### src/rtl/serial_cmd_pkg.sv
// serial_cmd_pkg: command codes, escape word and decoder state encoding
// shared by the serial command decoder and its testbench.
package serial_cmd_pkg;

    localparam logic [31:0] ESCAPE_WORD  = 32'h0000_0000;
    localparam logic [31:0] CMD_NOP      = 32'd0;
    localparam logic [31:0] CMD_UPLOAD   = 32'd2;
    localparam logic [31:0] CMD_DOWNLOAD = 32'd3;
    localparam logic [31:0] CMD_RST_HIGH = 32'd4;
    localparam logic [31:0] CMD_RST_LOW  = 32'd5;

    typedef enum logic [3:0] {
        S_IDLE,
        S_CMD,
        S_UP_START,
        S_UP_END,
        S_UP_DATA,
        S_DN_START,
        S_DN_END,
        S_DN_READ,
        S_DN_WAIT,
        S_DN_SEND
    } decoder_state_t;

    function automatic logic is_known_cmd(input logic [31:0] code);
        return code == CMD_NOP || code == CMD_UPLOAD || code == CMD_DOWNLOAD ||
               code == CMD_RST_HIGH || code == CMD_RST_LOW;
    endfunction

endpackage

### src/rtl/serial_command_decoder_assembler.sv
// byte_word_assembler: packs received bytes MSB-first into 32-bit words and
// discards a partial word on a framing error or after an idle timeout.
module byte_word_assembler #(
    parameter int TIMEOUT_CYCLES = 1000000
) (
    input  logic        clk,
    input  logic        rst,
    input  logic [7:0]  rx_data,
    input  logic        rx_valid,
    input  logic        rx_error,
    output logic [31:0] word,
    output logic        word_valid,
    output logic        error
);

    localparam int TW = $clog2(TIMEOUT_CYCLES + 1);

    logic [1:0]    count_q, count_d;
    logic [31:0]   word_q, word_d;
    logic          valid_q, valid_d;
    logic          err_q, err_d;
    logic [TW-1:0] timer_q, timer_d;
    logic          timeout;

    always_comb begin
        timeout = count_q != 2'd0 && !rx_valid && timer_q == TW'(TIMEOUT_CYCLES - 1);
        word_d  = rx_valid ? {word_q[23:0], rx_data} : word_q;
        count_d = (rx_error || timeout) ? 2'd0 : rx_valid ? count_q + 2'd1 : count_q;
        valid_d = rx_valid && !rx_error && count_q == 2'd3;
        err_d   = rx_error || timeout;
        timer_d = (rx_valid || count_q == 2'd0 || timeout) ? '0 : timer_q + 1'b1;
    end

    always_ff @(posedge clk or posedge rst) begin
        if (rst) begin
            count_q <= '0;
            word_q  <= '0;
            valid_q <= 1'b0;
            err_q   <= 1'b0;
            timer_q <= '0;
        end else begin
            count_q <= count_d;
            word_q  <= word_d;
            valid_q <= valid_d;
            err_q   <= err_d;
            timer_q <= timer_d;
        end
    end

    assign word       = word_q;
    assign word_valid = valid_q;
    assign error      = err_q;

endmodule

### src/rtl/serial_command_decoder.sv
// serial_command_decoder: decodes escape-prefixed host words into memory
// upload/download transfers and CPU reset control.
module serial_command_decoder
    import serial_cmd_pkg::*;
#(
    parameter int TIMEOUT_CYCLES = 1000000,
    parameter int ADDR_WIDTH     = 32
) (
    input  logic                  clk,
    input  logic                  rst,
    input  logic [7:0]            rx_data,
    input  logic                  rx_valid,
    input  logic                  rx_error,
    output logic [7:0]            tx_data,
    output logic                  tx_start,
    input  logic                  tx_ready,
    output logic [ADDR_WIDTH-1:0] mem_addr,
    output logic [31:0]           mem_wdata,
    output logic                  mem_we,
    output logic                  mem_re,
    input  logic [31:0]           mem_rdata,
    output logic                  force_rst,
    output logic                  busy,
    output logic                  proto_error
);

    decoder_state_t        state_q, state_d;
    logic [ADDR_WIDTH-1:0] addr_q, addr_d, end_q, end_d;
    logic [31:0]           data_q, data_d;
    logic [1:0]            idx_q, idx_d;
    logic                  force_q, force_d;
    logic                  skip_q, skip_d;
    logic [31:0]           word;
    logic                  word_valid, asm_error, tx_fire, cmd_bad;
    logic [ADDR_WIDTH-1:0] word_addr, addr_next;

    byte_word_assembler #(.TIMEOUT_CYCLES(TIMEOUT_CYCLES)) u_asm (
        .clk        (clk),
        .rst        (rst),
        .rx_data    (rx_data),
        .rx_valid   (rx_valid),
        .rx_error   (rx_error),
        .word       (word),
        .word_valid (word_valid),
        .error      (asm_error)
    );

    assign word_addr = {word[ADDR_WIDTH-1:2], 2'b00};
    assign addr_next = addr_q + ADDR_WIDTH'(4);

    always_ff @(posedge clk or posedge rst) begin
        if (rst) begin
            state_q <= S_IDLE;
            addr_q  <= '0;
            end_q   <= '0;
            data_q  <= '0;
            idx_q   <= '0;
            force_q <= 1'b1;
            skip_q  <= 1'b0;
        end else begin
            state_q <= state_d;
            addr_q  <= addr_d;
            end_q   <= end_d;
            data_q  <= data_d;
            idx_q   <= idx_d;
            force_q <= force_d;
            skip_q  <= skip_d;
        end
    end

    always_comb begin
        state_d = state_q;
        addr_d  = addr_q;
        end_d   = end_q;
        data_d  = data_q;
        idx_d   = idx_q;
        force_d = force_q;
        skip_d  = 1'b0;
        case (state_q)
            S_IDLE: if (word_valid && word == ESCAPE_WORD) state_d = S_CMD;
            S_CMD: if (word_valid) begin
                state_d = word == CMD_UPLOAD ? S_UP_START : word == CMD_DOWNLOAD ? S_DN_START : S_IDLE;
                force_d = word == CMD_RST_HIGH ? 1'b1 : word == CMD_RST_LOW ? 1'b0 : force_q;
            end
            S_UP_START, S_DN_START: if (word_valid) begin
                addr_d  = word_addr;
                state_d = state_q == S_UP_START ? S_UP_END : S_DN_END;
            end
            // end is exclusive; an empty or inverted range ends the command
            S_UP_END, S_DN_END: if (word_valid) begin
                end_d   = word_addr;
                state_d = word_addr <= addr_q ? S_IDLE : state_q == S_UP_END ? S_UP_DATA : S_DN_READ;
            end
            S_UP_DATA: if (word_valid) begin
                addr_d  = addr_next;
                state_d = addr_next == end_q ? S_IDLE : S_UP_DATA;
            end
            S_DN_READ: state_d = S_DN_WAIT;
            S_DN_WAIT: begin
                data_d  = mem_rdata;
                idx_d   = 2'd3;
                state_d = S_DN_SEND;
            end
            // the transmitter only drops tx_ready a cycle after our strobe
            S_DN_SEND: if (tx_fire) begin
                skip_d = 1'b1;
                idx_d  = idx_q - 2'd1;
                if (idx_q == 2'd0) begin
                    addr_d  = addr_next;
                    state_d = addr_next == end_q ? S_IDLE : S_DN_READ;
                end
            end
            default: state_d = S_IDLE;
        endcase
    end

    always_comb begin
        tx_fire     = state_q == S_DN_SEND && tx_ready && !skip_q;
        cmd_bad     = state_q == S_CMD && word_valid && !is_known_cmd(word);
        tx_start    = tx_fire;
        tx_data     = data_q[{idx_q, 3'b000} +: 8];
        mem_addr    = addr_q;
        mem_wdata   = word;
        mem_we      = state_q == S_UP_DATA && word_valid;
        mem_re      = state_q == S_DN_READ;
        force_rst   = force_q;
        busy        = state_q != S_IDLE;
        proto_error = asm_error || cmd_bad;
    end

endmodule

### config.mk
export PLATFORM = sky130hd
export DESIGN_NAME = serial_command_decoder
export DESIGN_NICKNAME = d
export VERILOG_FILES = /design/src/rtl/serial_cmd_pkg.sv /design/src/rtl/serial_command_decoder_assembler.sv /design/src/rtl/serial_command_decoder.sv
export SDC_FILE = /design/constraint.sdc
export NUM_CORES = 1
export LEC_CHECK = 0
export BUFFER_PORTS_ARGS = -buffer_cell sky130_fd_sc_hd__buf_2
export CORE_ASPECT_RATIO = 1.1
export CORE_MARGIN = 4
export CORE_UTILIZATION = 26
export DETAILED_ROUTE_END_ITERATION = 6
export PLACE_DENSITY_LB_ADDON = 0.2
export SLEW_MARGIN = 30
export SYNTH_ARGS = -nofsm -noshare
export SYNTH_HDL_FRONTEND = slang
export SYNTH_SLANG_ARGS = --single-unit
### constraint.sdc
create_clock -name clk -period 8.3 [get_ports clk]
set_input_delay 1.66 -clock clk [delete_from_list [all_inputs] [get_ports clk]]
set_output_delay 1.66 -clock clk [all_outputs]
set_load 0.03 [all_outputs]
# After elaboration in Yosys (flattened, before gate mapping)
# Cells that the tools add are included.
# classes
add_sub_neg	4
order_cmp	1
eq_ne	23
shifts	1
mux	29
n_reduce_logical	39
# ops
op	count
2-to-1 mux 32 bit	4
one-hot mux 32 bit (3 select lines)	1
== test 32 x 2 -> 1 bit, second input constant	2
== test 32 x 3 -> 1 bit, second input constant	2
adder 32 x 3 -> 32 bit, second input constant	1
== test 32 bit	1
<= comparator 32 bit	1
logical NOT 32 bit	1
one-hot mux 4 bit (8 select lines)	1
variable part select 32 x 6 -> 8 bit	1
2-to-1 mux 4 bit	7
adder 20 x 1 -> 20 bit, second input constant	1
== test 20 bit, second input constant	1
2-to-1 mux 20 bit	1
2-to-1 mux 3 bit	6
== test 4 x 3 -> 1 bit, second input constant	4
logical AND 1 bit	10
== test 4 x 2 -> 1 bit, second input constant	2
== test 4 bit, second input constant	2
logical OR 1 bit	8
2-to-1 mux 2 bit	4
!= test 2 x 1 -> 1 bit, second input constant	4
nonzero test 2 bit	4
AND reduction 7 bit	1
other kinds (16)	27
# totals
reg_bits	158
in_bits	45
out_inout_bits	78
elab_cells	109

# Logic depth before layout (Yosys ltp)
# logic_depth
ltp_word	8
depth_mapped	12
depth_no_buf	10

# Modules after synthesis
# A second synthesis with hierarchy kept.
# hier_totals
cells_unflattened	911
area_unflattened_um2	9101.2
# modules_own_cells
mod	n_inst	cells_each	area_per_inst_um2	seq_area_each_um2
serial_command_decoder	1	719	6711.4	2503.7
byte_word_assembler	1	192	2389.8	1401.3

# Worst setup path after synthesis
# No wires, ideal clock.
# synth_timing
path_kind	input -> output
start	in tx_ready
end	out tx_start
arrival_time_ps	2955
required_ps	6640
slack_ps	3685
cell_stages	1
path_buffers	0
path_cell_list	nor4b_1
# synth_between
elab_chain_cells	2
# synth_lines
element	line	rtl
start, declared	serial_command_decoder.sv:16	input logic tx_ready,
logical AND 1 bit (2 in a row)	serial_command_decoder.sv:118	tx_fire = state_q == S_DN_SEND && tx_ready && !skip_q;
end, declared	serial_command_decoder.sv:15	output logic tx_start,
# No other way between the ends.

# Final worst setup path
# Same ends and word-level chain as after synthesis.

==> results.sh <==
export IMPL_busiest_layer="met2"
export IMPL_crit_fanout=5
export IMPL_status="completed"
export IMPL_clock_latency_ns=0.45
export IMPL_hold_path_depth=1
export IMPL_end_kind="output port"
export IMPL_io_pins=123
export IMPL_path_buf_inv=2
export IMPL_ctsHtreeMaxLevel=4
export IMPL_setup_viol=0
export IMPL_hold_viol=0
export IMPL_final_setup_worst_slack_ns=3.93
export IMPL_hp_start="skip_q"
export IMPL_num_vias=7438
export IMPL_r2r_start="mem_addr[2]"
export IMPL_worstMarginPinSlew_ns=1.03
export IMPL_cp_top_family="simple AND/OR/NAND/NOR gates"
export IMPL_grt_overflow_total=0
export IMPL_grt_util_met3=0.0447
export IMPL_synth_top_area_share=0.427
export IMPL_ys_async_sr_fraction=1.00
export IMPL_critPathLaunchType="primary input"
export IMPL_cellLeakagePower_nw=4.75
export IMPL_syn_area_per_cell_um2=10.0
export IMPL_rsz0062_at_grt="false"
export IMPL_drv_slew=0
export IMPL_crit_type="primary input to output port"
export IMPL_grtUsageMet1=0.198
export IMPL_finalSetupTns_ns=0
export IMPL_power_density_nw_per_um2=364
export IMPL_grtUsageMet2=0.241
export IMPL_dp_hpwl_mm=20.2
export IMPL_r2r_slack_ns=4.93
export IMPL_clock_path_buffers=2
export IMPL_hp_class="flop to flop"
export IMPL_slowest_stage="nor4b_1"
export IMPL_post_drt_wl_per_cell_um=19.6
export IMPL_fmax_mhz=229
export IMPL_cp_arrival_ns=2.71
export IMPL_synth_main_ff_cell="dfrtp_1"
export IMPL_synth_cells=907
export IMPL_antennaDiodeCount=0
export IMPL_rr_endpoint="state_q[1]"
export IMPL_irDropWorstVdd_v=0.000206
export IMPL_cts_tree="yes"
export IMPL_rows=71
export IMPL_avgViaCountPerCell=5.11
export IMPL_place_congestion=0.858
export IMPL_dieArea_um2=38000
export IMPL_hold_buffers=0
export IMPL_clk_pin_slew_worst_paths_ns=0.06
export IMPL_seq_area_frac_synth=0.430
export IMPL_wl_mm=28.5
export IMPL_synth_edf_count=0
export IMPL_drt_iter0_drc=386
export IMPL_antenna_found_initial=3
export IMPL_ys_warn_count=0
export IMPL_worstHoldEndpoint="skip_q"
export IMPL_grt_pass1_vias=7473
export IMPL_die_x_um=186
export IMPL_port_buffers=120
export IMPL_ctsResizeCount=0
export IMPL_synth_area_um2=9080
export IMPL_slowest_delay_ns=0.61
export IMPL_post_cts_buffers=0
export IMPL_pre_cts_slack_ns=3.97
export IMPL_grt_use_total=0.152
export IMPL_cts_root_buf="clkbuf_16"
export IMPL_synth_area_leaders="dfrtp_1, mux2_2, ha_1, a21oi_1, xnor2_1"
export IMPL_synth_ff_latch_count=156
export IMPL_fin_skew_ns=0.0128
export IMPL_max_slew_margin=0.316
export IMPL_drtAntennaViolNets=0
export IMPL_clkSinkCount=156
export IMPL_core_um2=34300
export IMPL_start_util=0.265
export IMPL_numCtsBuffers=17
export IMPL_area_growth_syn_to_layout_pct=18.8
export IMPL_nets=1085
export IMPL_drive_gt1_frac=0.275
export IMPL_grt_max_degree=84
export IMPL_fin_crit_ns=4.37
export IMPL_ys_types=66
export IMPL_required_ns=6.64
export IMPL_drc=0
export IMPL_critPathLaunch="tx_ready"
export IMPL_path_cells="buf_2 -> nor4b_1 -> buf_2"
export IMPL_maxCapViolCount=0
export IMPL_grt_pass1_wl_mm=44.5
export IMPL_synth_top_cell_by_area="dfrtp_1"
export IMPL_crit_top_cell="buf_2"
export IMPL_period_share=0.526
export IMPL_firstDrtPassIters=4
export IMPL_rr_worst_depth=10
export IMPL_die_h_um=204
-- cells in the mapped netlist, drive strengths merged (4+ instances only) --
cell and n:
nand2b 12, dfrtp 155, clkbuf 35, mux2 94, or3 7, a2111oi 6
a22oi 6, and2 5, a31oi 11, xor2 26, mux2i 4, o21ai 41
o22ai 18, nand4 22, mux4 8, nor4 17, nor2 61, a21oi 63
or4 4, buf 15, and3 12, ha 35, a21o 6, nor2b 6
nor3 34, inv 43, nand3 35, nand2 45, xnor2 29, and4 8
-- layout make-up --
cell class	count	area (µm²)
fill	3580	23500
multi-input combinational	659	4820
sequential	156	3910
timing repair buffer	128	664
tap	438	548
clock buffer	18	439
clock inverter	14	243
inverter	43	166
-- where the power goes --
part / internal [mW] / total, mW / switching (mW) / leakage, nW
Clock: 0.573 / 0.920 / 0.346 / 0.322
Sequential: 0.952 / 1.30 / 0.348 / 2.00
Combinational: 0.638 / 1.70 / 1.06 / 2.43
-- worst reg2reg max path: stages (launching register included) --
cell and delay (ns):
dfrtp_1 0.58, ha_1 0.40, nand4_1 0.20, nor4_1 0.31, buf_4 0.25, nand3_1 0.18, xnor2_1 0.24, or4_1 0.53
and4bb_2 0.29, a41o_1 0.20, nand3_1 0.08
-- layout by cell type, fill, tap and decap left out, types with 17 or more instances in the layout --
master     synthesis  final
a21oi_1           63     63
buf_2              7    120
clkbuf_16          0     17
dfrtp_1          155    155
ha_1              35     35
inv_1             43     42
mux2_2            94     94
nand2_1           45     45
nand3_1           33     33
nand4_1           22     22
nor2_1            61     61
nor3_1            33     32
o21ai_0           38     38
o22ai_1           18     18
xnor2_1           29     29
xor2_1            26     26
-- per-layer routing --
layer,part of all wire,routed length [µm]
met1,0.45,12700
met2,0.46,13200
met3,0.065,1840
met4,0.025,714
met5,0.0012,34
-- through the flow --
stage | area [µm²] | hold WS, ns | util | cells | total power [mW]
detailed placement | 10100 | 0.450 | 0.295 | 1424 | 3.02
finish | 10800 | 0.455 | 0.315 | 1456 | 3.92
global route | 10800 | 0.474 | 0.315 | 1456 | 4.19
global placement | 10100 | 0.451 | 0.294 | 1424 | 3.01
floorplan | 9080 | 0.426 | - | 908 | 2.47
CTS | 10800 | 0.458 | 0.315 | 1456 | 3.96
-- worst max-delay path by stage --
stage,endpoint,slack [ns],cells past startpoint
after global routing,tx_start,3.88,3
after global placement,tx_start,3.99,3
final,tx_start,3.93,3
after detailed placement,tx_start,3.97,3
after CTS,tx_start,3.96,3
after floorplan,data_q[0],2.44,1
-- cell families after synthesis --
family	after synthesis	share of synthesized area
mux	106	0.141
buf+inv	93	0.0409
xor+xnor	55	0.0531
fa+ha+maj	35	0.0482
simple gates	282	0.166
flops	156	0.430
other cells	1	0.000413
compound gates	179	0.120
-- registers in the layout (all words and copies together) (netlist names) --
name,count
u_asm.word_valid,1
u_asm.count_q,2
state_q,4
u_asm.word,32
force_rst,1
idx_q,2
skip_q,1
u_asm.error,1
data_q,32
u_asm.timer_q,20
mem_addr,30
end_q,30
No activity file was read; power rests on OpenSTA's default activity.
